**config.mk**
```make
export PLATFORM = sky130hd
export DESIGN_NAME = alu_mul_seq_flat
export DESIGN_NICKNAME = d
export VERILOG_FILES = /design/src/rtl/alu_mul_seq_if.sv /design/src/rtl/alu_mul_seq.sv /design/src/flat_wrapper.sv
export SDC_FILE = /design/constraint.sdc
export NUM_CORES = 1
export LEC_CHECK = 0
export CORE_UTILIZATION = 48
export DETAILED_ROUTE_END_ITERATION = 10
export PLACE_DENSITY = 0.84
export SYNTH_ARGS = -nofsm -noshare
export SYNTH_HDL_FRONTEND = slang
export SYNTH_SLANG_ARGS = --single-unit
```
**constraint.sdc**
```tcl
create_clock -name clk -period 1.95 [get_ports clk]
set_clock_uncertainty 0.05 [all_clocks]
set_input_delay 0.585 -clock clk [delete_from_list [all_inputs] [get_ports clk]]
set_output_delay 0.585 -clock clk [all_outputs]
set_load 0.01 [all_outputs]
```
**src/rtl/alu_mul_seq_if.sv**
```systemverilog
// ---------------------------------------------------------------------------
// alu_mul_seq_if
//   Bundles the execute-stage request/result signals and the shared-ALU
//   drive/return signals of the shift-add multiplier sequencer.
//
//   Request side  : start, op_a, op_b            (execute stage -> sequencer)
//   Result side   : busy, done, product          (sequencer -> execute stage)
//   ALU side      : alu_a, alu_b, alu_ctrl,
//                   alu_flag                     (sequencer -> ALU)
//                   alu_out                      (ALU -> sequencer, combinational)
//
//   modport slave  : the sequencer's view
//   modport master : the surrounding pipeline / ALU view
// ---------------------------------------------------------------------------
interface alu_mul_seq_if #(
   parameter int WIDTH = 8
) ();

   logic             start;
   logic [WIDTH-1:0] op_a;
   logic [WIDTH-1:0] op_b;
   logic             busy;
   logic             done;
   logic [WIDTH-1:0] product;
   logic [WIDTH-1:0] alu_a;
   logic [WIDTH-1:0] alu_b;
   logic [2:0]       alu_ctrl;
   logic             alu_flag;
   logic [WIDTH-1:0] alu_out;

   modport slave (
      input  start, op_a, op_b, alu_out,
      output busy, done, product, alu_a, alu_b, alu_ctrl, alu_flag
   );

   modport master (
      output start, op_a, op_b, alu_out,
      input  busy, done, product, alu_a, alu_b, alu_ctrl, alu_flag
   );

endinterface

```
**src/rtl/alu_mul_seq.sv**
```systemverilog
// ---------------------------------------------------------------------------
// alu_mul_seq
//   Multi-cycle shift-add multiplier sequencer. Forms the low WIDTH bits of
//   op_a * op_b by issuing ADD, SLL and SRL operations on the shared ALU,
//   three cycles per multiplier bit (ADD -> SHL -> SHR), whether or not the
//   bit adds. The ALU ports carry the idle value (all zero) unless busy.
//
//   Parameters
//     WIDTH      operand/result width, must match the ALU data width
//     EARLY_EXIT 1: finish as soon as the shifted multiplier reaches zero
//
//   Ports
//     clk        rising-edge clock
//     rst        synchronous, active-high reset (aborts a running op)
//     bus.start  request, sampled only in IDLE or DONE
//     bus.op_a   multiplicand, captured on the accepting edge
//     bus.op_b   multiplier, captured on the accepting edge
//     bus.busy   high in ADD/SHL/SHR
//     bus.done   one-cycle pulse, product valid from this cycle on
//     bus.product low WIDTH bits of the product, held until the next done
//     bus.alu_a/alu_b/alu_ctrl/alu_flag  ALU drive
//     bus.alu_out ALU result, consumed in the same cycle
// ---------------------------------------------------------------------------
module alu_mul_seq #(
   parameter int WIDTH      = 8,
   parameter bit EARLY_EXIT = 1'b0
) (
   input  logic         clk,
   input  logic         rst,
   alu_mul_seq_if.slave bus
);

   localparam int CW = $clog2(WIDTH + 1);

   localparam logic [2:0] CTRL_ADD   = 3'b000;
   localparam logic [2:0] CTRL_SHIFT = 3'b011;

   typedef enum logic [2:0] {
      S_IDLE,
      S_ADD,
      S_SHL,
      S_SHR,
      S_DONE
   } state_t;

   state_t           state;
   logic [WIDTH-1:0] acc;
   logic [WIDTH-1:0] mcand;
   logic [WIDTH-1:0] mplier;
   logic [CW-1:0]    cnt;
   logic             busy;
   logic             done;
   logic [WIDTH-1:0] product;

   logic [WIDTH-1:0] alu_a;
   logic [WIDTH-1:0] alu_b;
   logic [2:0]       alu_ctrl;
   logic             alu_flag;

   logic             last_bit;

   // ALU drive is a pure decode of the state register and datapath
   // registers; start never reaches the ALU ports.
   always_comb begin
      alu_a    = '0;
      alu_b    = '0;
      alu_ctrl = CTRL_ADD;
      alu_flag = 1'b0;
      case (state)
         S_ADD: begin
            alu_a = acc;
            alu_b = mcand;
         end
         S_SHL: begin
            alu_a    = mcand;
            alu_b    = WIDTH'(1);
            alu_ctrl = CTRL_SHIFT;
            alu_flag = 1'b1;
         end
         S_SHR: begin
            alu_a    = mplier;
            alu_b    = WIDTH'(1);
            alu_ctrl = CTRL_SHIFT;
            alu_flag = 1'b0;
         end
         default: ;
      endcase
   end

   // Terminate after WIDTH bits, or earlier once no set multiplier bits
   // remain (the freshly shifted value is what the ALU returns in SHR).
   assign last_bit = (cnt == CW'(1)) ||
                     (EARLY_EXIT && (bus.alu_out == '0));

   always_ff @(posedge clk) begin
      if (rst) begin
         state   <= S_IDLE;
         busy    <= 1'b0;
         done    <= 1'b0;
         product <= '0;
         acc     <= '0;
         mcand   <= '0;
         mplier  <= '0;
         cnt     <= '0;
      end else begin
         case (state)
            // IDLE and DONE both accept a new request, which makes
            // back-to-back operations lose no cycle beyond the DONE pulse.
            S_IDLE, S_DONE: begin
               done <= 1'b0;
               if (bus.start) begin
                  acc    <= '0;
                  mcand  <= bus.op_a;
                  mplier <= bus.op_b;
                  cnt    <= CW'(WIDTH);
                  busy   <= 1'b1;
                  state  <= S_ADD;
               end else begin
                  state  <= S_IDLE;
               end
            end

            // Conditional accumulate: the ADD slot is always spent so
            // every bit costs the same three cycles.
            S_ADD: begin
               if (mplier[0]) begin
                  acc <= bus.alu_out;
               end
               state <= S_SHL;
            end

            S_SHL: begin
               mcand <= bus.alu_out;
               state <= S_SHR;
            end

            S_SHR: begin
               mplier <= bus.alu_out;
               cnt    <= cnt - CW'(1);
               if (last_bit) begin
                  product <= acc;
                  busy    <= 1'b0;
                  done    <= 1'b1;
                  state   <= S_DONE;
               end else begin
                  state   <= S_ADD;
               end
            end

            default: begin
               busy  <= 1'b0;
               done  <= 1'b0;
               state <= S_IDLE;
            end
         endcase
      end
   end

   assign bus.busy     = busy;
   assign bus.done     = done;
   assign bus.product  = product;
   assign bus.alu_a    = alu_a;
   assign bus.alu_b    = alu_b;
   assign bus.alu_ctrl = alu_ctrl;
   assign bus.alu_flag = alu_flag;

endmodule
```
**src/flat_wrapper.sv**
```systemverilog
// flat-port wrapper written by rule: the top's interface ports become plain ports
module alu_mul_seq_flat 
#(
   parameter int WIDTH      = 8,
   parameter bit EARLY_EXIT = 1'b0
)
  (clk, rst, bus_start, bus_op_a, bus_op_b, bus_alu_out, bus_busy, bus_done, bus_product, bus_alu_a, bus_alu_b, bus_alu_ctrl, bus_alu_flag);
  alu_mul_seq_if #(.WIDTH(WIDTH)) bus_i ();
  input  logic clk;
  input  logic rst;
  input wire logic [$bits(bus_i.start)-1:0] bus_start;
  input wire logic [$bits(bus_i.op_a)-1:0] bus_op_a;
  input wire logic [$bits(bus_i.op_b)-1:0] bus_op_b;
  input wire logic [$bits(bus_i.alu_out)-1:0] bus_alu_out;
  output wire logic [$bits(bus_i.busy)-1:0] bus_busy;
  output wire logic [$bits(bus_i.done)-1:0] bus_done;
  output wire logic [$bits(bus_i.product)-1:0] bus_product;
  output wire logic [$bits(bus_i.alu_a)-1:0] bus_alu_a;
  output wire logic [$bits(bus_i.alu_b)-1:0] bus_alu_b;
  output wire logic [$bits(bus_i.alu_ctrl)-1:0] bus_alu_ctrl;
  output wire logic [$bits(bus_i.alu_flag)-1:0] bus_alu_flag;
  assign bus_i.start = bus_start;
  assign bus_i.op_a = bus_op_a;
  assign bus_i.op_b = bus_op_b;
  assign bus_i.alu_out = bus_alu_out;
  assign bus_busy = bus_i.busy;
  assign bus_done = bus_i.done;
  assign bus_product = bus_i.product;
  assign bus_alu_a = bus_i.alu_a;
  assign bus_alu_b = bus_i.alu_b;
  assign bus_alu_ctrl = bus_i.alu_ctrl;
  assign bus_alu_flag = bus_i.alu_flag;
  alu_mul_seq #(.WIDTH(WIDTH), .EARLY_EXIT(EARLY_EXIT)) u_core (.clk(clk), .rst(rst), .bus(bus_i));
endmodule
```
==> Word-level counts from Yosys, hierarchy flattened <==
Cells that the tools add are included.
{ "totals": {"register_bits": 41, "input_bits": 27, "out_inout_bits": 30, "word_cells": 52} }
{ "op_classes": {"eq_ne": 8, "reduce_logical": 13, "addsub": 1, "n_mux": 21, "n_bitwise": 1} }
{ "op_table": {"columns": ["operator", "n"], "rows": [
  ["$pmux 8 s2", 4],
  ["$mux 8", 4],
  ["$pmux 8 s3", 1],
  ["$pmux 3 s4", 1],
  ["$pmux 4 s2", 1],
  ["$reduce_and 2->1", 4],
  ["$eq 3x2->1 const B", 2],
  ["$reduce_and 3->1", 2],
  ["$reduce_bool 2->1", 3],
  ["$reduce_or 2->1", 3],
  ["$mux 1", 5],
  ["$eq 4x1->1 const B", 1],
  ["$mux 4", 1],
  ["$ne 2x1->1 const B", 2],
  ["$sub 4x1->4 const B", 1],
  ["$eq 3x1->1 const B", 1],
  ["$eq 3x3->1 const B", 1],
  ["$logic_not 3->1", 1],
  ["$mux 3", 1],
  ["$pmux 1 s3", 1],
  ["$mux 2", 1],
  ["$ne 2x2->1 const B", 1],
  ["$pmux 1 s2", 1],
  ["$not 1->1", 1]
]} }

==> Logic depth before layout (Yosys ltp) <==
Gate-level depths: netlist (run 1).
{ "logic_depth": {"word_depth": 4, "depth_mapped": 6, "ltp_nobuf": 5} }

==> Worst setup path after synthesis (run 1) <==
OpenSTA, ideal clock, no wires.
{ "synth_path": {"kind": "reg2out", "from": "register u_core.state[0]", "to": "output port bus_alu_a[3]", "required_ns": 1.315, "stages_incl_launch_ff": 7, "t_arrival_ns": 1.193, "slack_ns": 0.122, "path_cell_list": "dfxtp_1 buf_4 nor2b_4 buf_6 clkbuf_1 a22oi_1 nor2_1"} }
{ "synth_via": {"elab_chain_len": 2, "word_cells_on_any_way": 4} }
{ "synth_lines": {"columns": ["item", "line", "source"], "rows": [
  ["start, declared", "alu_mul_seq.sv:46", "state_t state;"],
  ["start signal, assigned", "alu_mul_seq.sv:97", "state <= S_IDLE;"],
  ["start signal, assigned", "alu_mul_seq.sv:117", "state <= S_ADD;"],
  ["start signal, assigned", "alu_mul_seq.sv:119", "state <= S_IDLE;"],
  ["$eq 3x2->1 or $eq 3x1->1 (tied branches)", "alu_mul_seq.sv:69", "case (state)"],
  ["$pmux 8 s3 *", "alu_mul_seq.sv:69", null],
  ["end, declared", "flat_wrapper.sv:18", "output wire logic [$bits(bus_i.alu_a)-1:0] bus_alu_a;"]
]} }
Mark *: on every way between the ends. The rest lies on a longest branch, timed or not.

==> Worst setup path in the final report (run 1) <==
{ "layout_path": {"from": "register u_core.state[0]", "to": "output port bus_alu_a[4]"} }
Same word-level chain as after synthesis.

==> results of run 1 <==
## cell usage after synthesis, types with 2 or more instances
cell | instances | area [µm²]
clkbuf_1 | 10 | 37.54
nand3b_1 | 2 | 15.01
or3_1 | 2 | 12.51
buf_6 | 5 | 56.30
nor2_1 | 19 | 71.32
a311oi_2 | 8 | 120.1
dfxtp_1 | 41 | 820.8
ha_1 | 2 | 25.02
nand2_1 | 20 | 75.07
or3b_1 | 2 | 17.52
and3_1 | 8 | 50.05
buf_4 | 5 | 37.54
a21oi_1 | 21 | 105.1
nor3_1 | 2 | 10.01
a22o_1 | 8 | 70.07
buf_2 | 4 | 20.02
a22oi_1 | 16 | 120.1
o21ai_0 | 9 | 45.04
nand3_1 | 18 | 90.09
mux2_2 | 8 | 90.09
inv_1 | 5 | 18.77
## per-stage QoR
stage / setup TNS, ns / hold WS (ns) / area, µm² / power [mW]
after floorplan: 0 / 0.3945 / 2054 / 1.221
after global placement: -5.187 / 0.4013 / 2798 / 1.420
after global routing: -2.019 / 0.4420 / 3087 / 2.236
after CTS: -1.129 / 0.4250 / 3013 / 2.109
after detailed placement: -5.818 / 0.4082 / 2798 / 1.431
final: -1.298 / 0.4279 / 3087 / 2.168
## critical path: cells and delay by family (launching register included)
kind | cells | cell delay [ns]
and+or+nand+nor | 1 | 0.06
AOI/OAI and AO/OA | 1 | 0.13
muxes | 1 | 0.31
DFF | 1 | 0.37
buffers and inverters | 2 | 0.29
## registers in the layout (all words and copies together) (netlist names)
name,flops
u_core.bus.done,1
u_core.acc,8
u_core.state,3
u_core.mplier,8
u_core.cnt,4
u_core.mcand,8
u_core.bus.product,8
u_core.bus.busy,1
## cells by family after synthesis
family | Yosys count | synth area share [%]
buffers and inverters | 31 | 8.648
and+or+nand+nor | 79 | 19.67
DFF | 41 | 39.95
muxes | 8 | 4.385
adders and majority gates | 2 | 1.218
other | 1 | 0.1825
AOI/OAI and AO/OA | 69 | 25.95
## per-layer routing
layer	up-vias	part of all wire, %	GRT usage [%]
met5	-	0	0
met4	0	2.3	12.23
met3	16	6.7	7.432
met2	106	50	50.13
met1	1083	41	37.14
li1	1006	-	-
## power groups by stage
stage	Clock (mW)	Sequential, mW	Combinational (mW)
after CTS	0.638	0.926	0.544
final	0.649	0.931	0.587
after floorplan	0	0.931	0.290
after global routing	0.677	0.936	0.623
after global placement	0	0.939	0.481
after detailed placement	0	0.942	0.490
## path summary, 6_finish.rpt
check,endpoint,slack [ns],cells past startpoint
setup reg to reg,u_core.bus.product[3],0.24,6
hold reg to reg,u_core.mplier[1],0.43,2
setup / recovery,bus_alu_a[4],-0.16,5
hold / removal,u_core.mplier[1],0.43,2
## cell type report
| class | count | area (µm²) | area share [%] |
|---|---|---|---|
| Clock buffer | 7 | 96.34 | 3.121 |
| Multi-Input combinational cell | 159 | 1177 | 38.14 |
| Timing Repair Buffer | 101 | 889.6 | 28.82 |
| Sequential cell | 41 | 829.5 | 26.87 |
| Inverter | 6 | 22.52 | 0.7296 |
| Tap cell | 50 | 62.56 | 2.027 |
| Clock inverter | 1 | 8.758 | 0.2837 |
## repair_timing
| item | in CTS | in global routing |
|---|---|---|
| gates resized for setup | 109 | 10 |
| setup buffers | 4 | 3 |
| endpoints found under the setup margin | 19 | 26 |
| pin swaps | 2 | 1 |
| cloned | 1 | 0 |
==> flow_metrics.tcl, run 1 <==
set metrics [dict create \
    startpoint_type "flop" \
    violations "setup timing" \
    die_w_um 67.42 \
    fin_util_pct 76.07 \
    hold_class "reg -> reg" \
    hold_viol_final 0 \
    clkTransAtPathRegs_ns 0.08 \
    die_area_um2 4545 \
    via_per_inst 6.058 \
    worst_slack_ns -0.1580 \
    drc 0 \
    fmax_ghz 0.4744 \
    slew_viol_final 0 \
    coreArea_um2 4058 \
    grt_overflow_total 0 \
    grt_max_degree 18 \
    cp_cell_sequence "buf_6 -> mux2_4 -> a22oi_2 -> nor2_1 -> buf_2" \
    status "finished, violations left" \
    endpoint_kind "output pin" \
    r2r_start "u_core.state[0]" \
    rows 23 \
    p_seq_share_pct 43.0 \
    wl_per_cell_um 18.56 \
    die_h_um 67.42 \
    grt_pass1_vias 1983 \
    mostFrequentLayoutCells "39 x buf_4, 38 x dfxtp_1, 36 x clkdlybuf4s50_1" \
    min_from "u_core.mplier[1]" \
    swShare_pct 29.82 \
    drtAntennaViolNets 0 \
    intPower_mw 1.521 \
    h-tree-depth 2 \
    powerDensity_nw_per_um2 702.3 \
    syn_area_per_cell_um2 8.894 \
    syn_nets 260 \
    port_buffers 55 \
    ys_ff_latch 41 \
    n_fill_cell 264 \
    hpwlAfterDp_um 4210 \
    clk_latency_ns 0.31 \
    critPathMaxFanout 7 \
    num_vias 2211 \
    worst_path_max_delay_cell "dfxtp_2" \
    critPathKind "reg -> out" \
    grt_first_pass_wirelength_um 9977 \
    cts-root-buf "clkbuf_8" \
    layout_commonest_cell "buf_4" \
    ys_async_sr_fraction_pct 0 \
    ys_types 37 \
    syn_area_um2 2054 \
    cts_tree "yes" \
    fin_cells 365 \
    first_pass_iters 4 \
    drive_above_1_share_pct 36.19 \
    period_share_pct 108.1 \
    cts.sinks 41 \
    drt_iter0_markers 234 \
    p_comb_share_pct 27.1 \
    gp_congestion 0.8592 \
    fin_nets 343 \
    antenna_found_initial 0 \
    crit_path_start "u_core.state[0]" \
    pre_cts_ws_ns -0.2518 \
    diodes 0 \
    rsz0062_at_grt "yes" \
    fin_crit_ns 2.108 \
    power_frac_clock_pct 29.9 \
    synth_edf_count 0 \
    synth_flop_cell "dfxtp_1" \
    cp.arrival_ns 1.47 \
    p_leak_nw 1.243 \
    power.switching_uw 646.4 \
    grt_usage_pct 30.19 \
    setup_viol 16 \
    seq_area_frac_synth_pct 39.95 \
    syn_to_final_growth_pct 50.24 \
    cts_max_path_buffers 2 \
    drt-total-wl_um 6774 \
    cts_inserted_buffers 5 \
    slowest_delay_ns 0.37 \
    crit_required_ns 1.31 \
    ys_warn_count 0 \
    start_util_pct 50.63 \
    dp.cells 349 \
    maxCapViolCount 0 \
    ios 57 \
    syn-instance-count 231 \
    holdBufCountCts 0 \
    ir_drop_v 0.0005832 \
]
No activity file was read; power rests on OpenSTA's default activity.
==> inputs of run 2 (changes only) <==
CORE_UTILIZATION = 51   (was 48)
PLACE_DENSITY = 0.88   (was 0.84)
clock period = 2.6 ns   (was 1.95 ns; I/O delays follow)
==> flow_metrics.tcl, run 2 (synthesized netlist as in run 1, its figures left out) <==
set metrics [dict create \
    fin_crit_ns 2.530 \
    drt-total-wl_um 5931 \
    startpoint_type "flop" \
    grt_usage_pct 29.81 \
    clk_latency_ns 0.30 \
    cts.sinks 41 \
    cts-root-buf "clkbuf_8" \
    n_fill_cell 276 \
    grt_max_degree 29 \
    hold_class "reg -> reg" \
    intPower_mw 1.151 \
    period_share_pct 97.31 \
    cp_cell_sequence "nor2b_4 -> buf_4 -> and3_1 -> clkdlybuf4s50_1" \
    power.switching_uw 433.0 \
    cts_max_path_buffers 2 \
    setup_viol 0 \
    worst_path_max_delay_cell "clkdlybuf4s50_1" \
    p_comb_share_pct 21.7 \
    status "finished, final reports clean" \
    tns_ns 0 \
    cp.arrival_ns 1.70 \
    cts_tree "yes" \
    drtAntennaViolNets 0 \
    ios 57 \
    via_per_inst 6.054 \
    wl_per_cell_um 17.70 \
    coreArea_um2 3771 \
    p_seq_share_pct 44.1 \
    power_frac_clock_pct 34.1 \
    slew_viol_final 0 \
    holdBufCountCts 0 \
    maxCapViolCount 0 \
    rsz0062_at_grt "no" \
    mostFrequentLayoutCells "47 x clkdlybuf4s50_1, 38 x dfxtp_1, 21 x a21oi_1" \
    ir_drop_v 0.0004813 \
    drive_above_1_share_pct 17.42 \
    pre_cts_ws_ns 0.1024 \
    cts_inserted_buffers 5 \
    gp_congestion 0.8448 \
    die_h_um 65.47 \
    drt_iter0_markers 216 \
    rows 22 \
    first_pass_iters 4 \
    crit_required_ns 1.77 \
    endpoint_kind "output pin" \
    hold_viol_final 0 \
    diodes 0 \
    die_area_um2 4286 \
    critPathKind "reg -> out" \
    slowest_delay_ns 0.54 \
    slew_headroom_pct 61.21 \
    hpwlAfterDp_um 3882 \
    multiInputGateArea_um2 1056 \
    port_buffers 55 \
    layout_commonest_cell "clkdlybuf4s50_1" \
    num_vias 2028 \
    grt_first_pass_wirelength_um 9494 \
    grt_overflow_total 0 \
    swShare_pct 27.34 \
    grt_pass1_vias 1984 \
    fin_cells 335 \
    syn_to_final_growth_pct 35.81 \
    dp.cells 321 \
    p_leak_nw 1.087 \
    powerDensity_nw_per_um2 567.6 \
    worst_slack_ns 0.06983 \
    tightest_slew_ns 0.5819 \
    h-tree-depth 2 \
    start_util_pct 54.48 \
    seq_area_um2 827.0 \
    critPathMaxFanout 5 \
    drc 0 \
    die_w_um 65.47 \
    fin_nets 315 \
    fmax_ghz 0.3952 \
    clkTransAtPathRegs_ns 0.08 \
    antenna_found_initial 0 \
]
## run 2: cell count changes in the layout (fill, tap and decap cells not counted), sizes merged
cell	before	now
clkdlybuf4s15	2	0
inv	7	5
bufinv	0	1
buf	61	18
clkdlybuf4s50	36	47
clkinvlp	0	2
clkbuf	8	6
dlygate4sd2	1	8
## run 2: path summary, 6_finish.rpt
check / from / to / slack, ns / cells past startpoint
setup / recovery: u_core.state[0] / bus_alu_b[1] / 0.07 / 4
hold / removal: u_core.mplier[2] / u_core.mplier[2] / 0.42 / 2
setup reg to reg: u_core.state[2] / u_core.acc[7] / 0.84 / 4
hold reg to reg: u_core.mplier[2] / u_core.mplier[2] / 0.42 / 2
## run 2: through the flow
stage	cell area, µm²	power [mW]	hold slack, ns	util, %
2_1_floorplan	2054	0.9157	0.3945	-
3_3_place_gp	2625	1.033	0.4011	69.61
3_5_place_dp	2625	1.042	0.4100	69.61
4_1_cts	2790	1.581	0.4218	73.99
5_1_grt	2790	1.641	0.4433	73.99
6_report	2790	1.584	0.4243	73.99
## run 2: metal layers
metal  vias to the layer above  wire [µm]  global-route usage, %  part of all wire [%]
met5                         -          0                      0                     0
met4                         0        132                  14.13                   2.2
met3                        16        583                  6.597                   9.8
met2                       113       2933                  49.61                    49
met1                       954       2282                  36.17                    38
li1                        945          -                      -                     -
## run 2: final cells by class
| type | count | area share [%] |
|---|---|---|
| clock inverter | 2 | 1.345 |
| clock buffer | 6 | 2.960 |
| timing repair buffer | 73 | 25.11 |
| tap | 48 | 2.152 |
| sequential | 41 | 29.64 |
| inverter | 6 | 0.9417 |
| multi-input combinational | 159 | 37.85 |
## run 2: worst max-delay path, delay by kind of cell (launching register included)
kind / cells / cell delay (ns)
buffers and inverters: 2 / 0.69
AND/OR/NAND/NOR: 2 / 0.34
flip-flops: 1 / 0.38
## run 2: power by group through the flow
stage | Sequential, mW | Combinational (mW) | Clock (mW)
3_5_place_dp | 0.710 | 0.332 | 0
2_1_floorplan | 0.698 | 0.218 | 0
3_3_place_gp | 0.709 | 0.324 | 0
5_1_grt | 0.703 | 0.366 | 0.571
4_1_cts | 0.698 | 0.341 | 0.543
6_report | 0.699 | 0.344 | 0.540
## run 2: timing repair
| action | CTS | global route |
|---|---|---|
| setup endpoints to repair | 19 | 0 |
| gates resized for setup | 13 | 0 |
| buffers inserted | 6 | 0 |
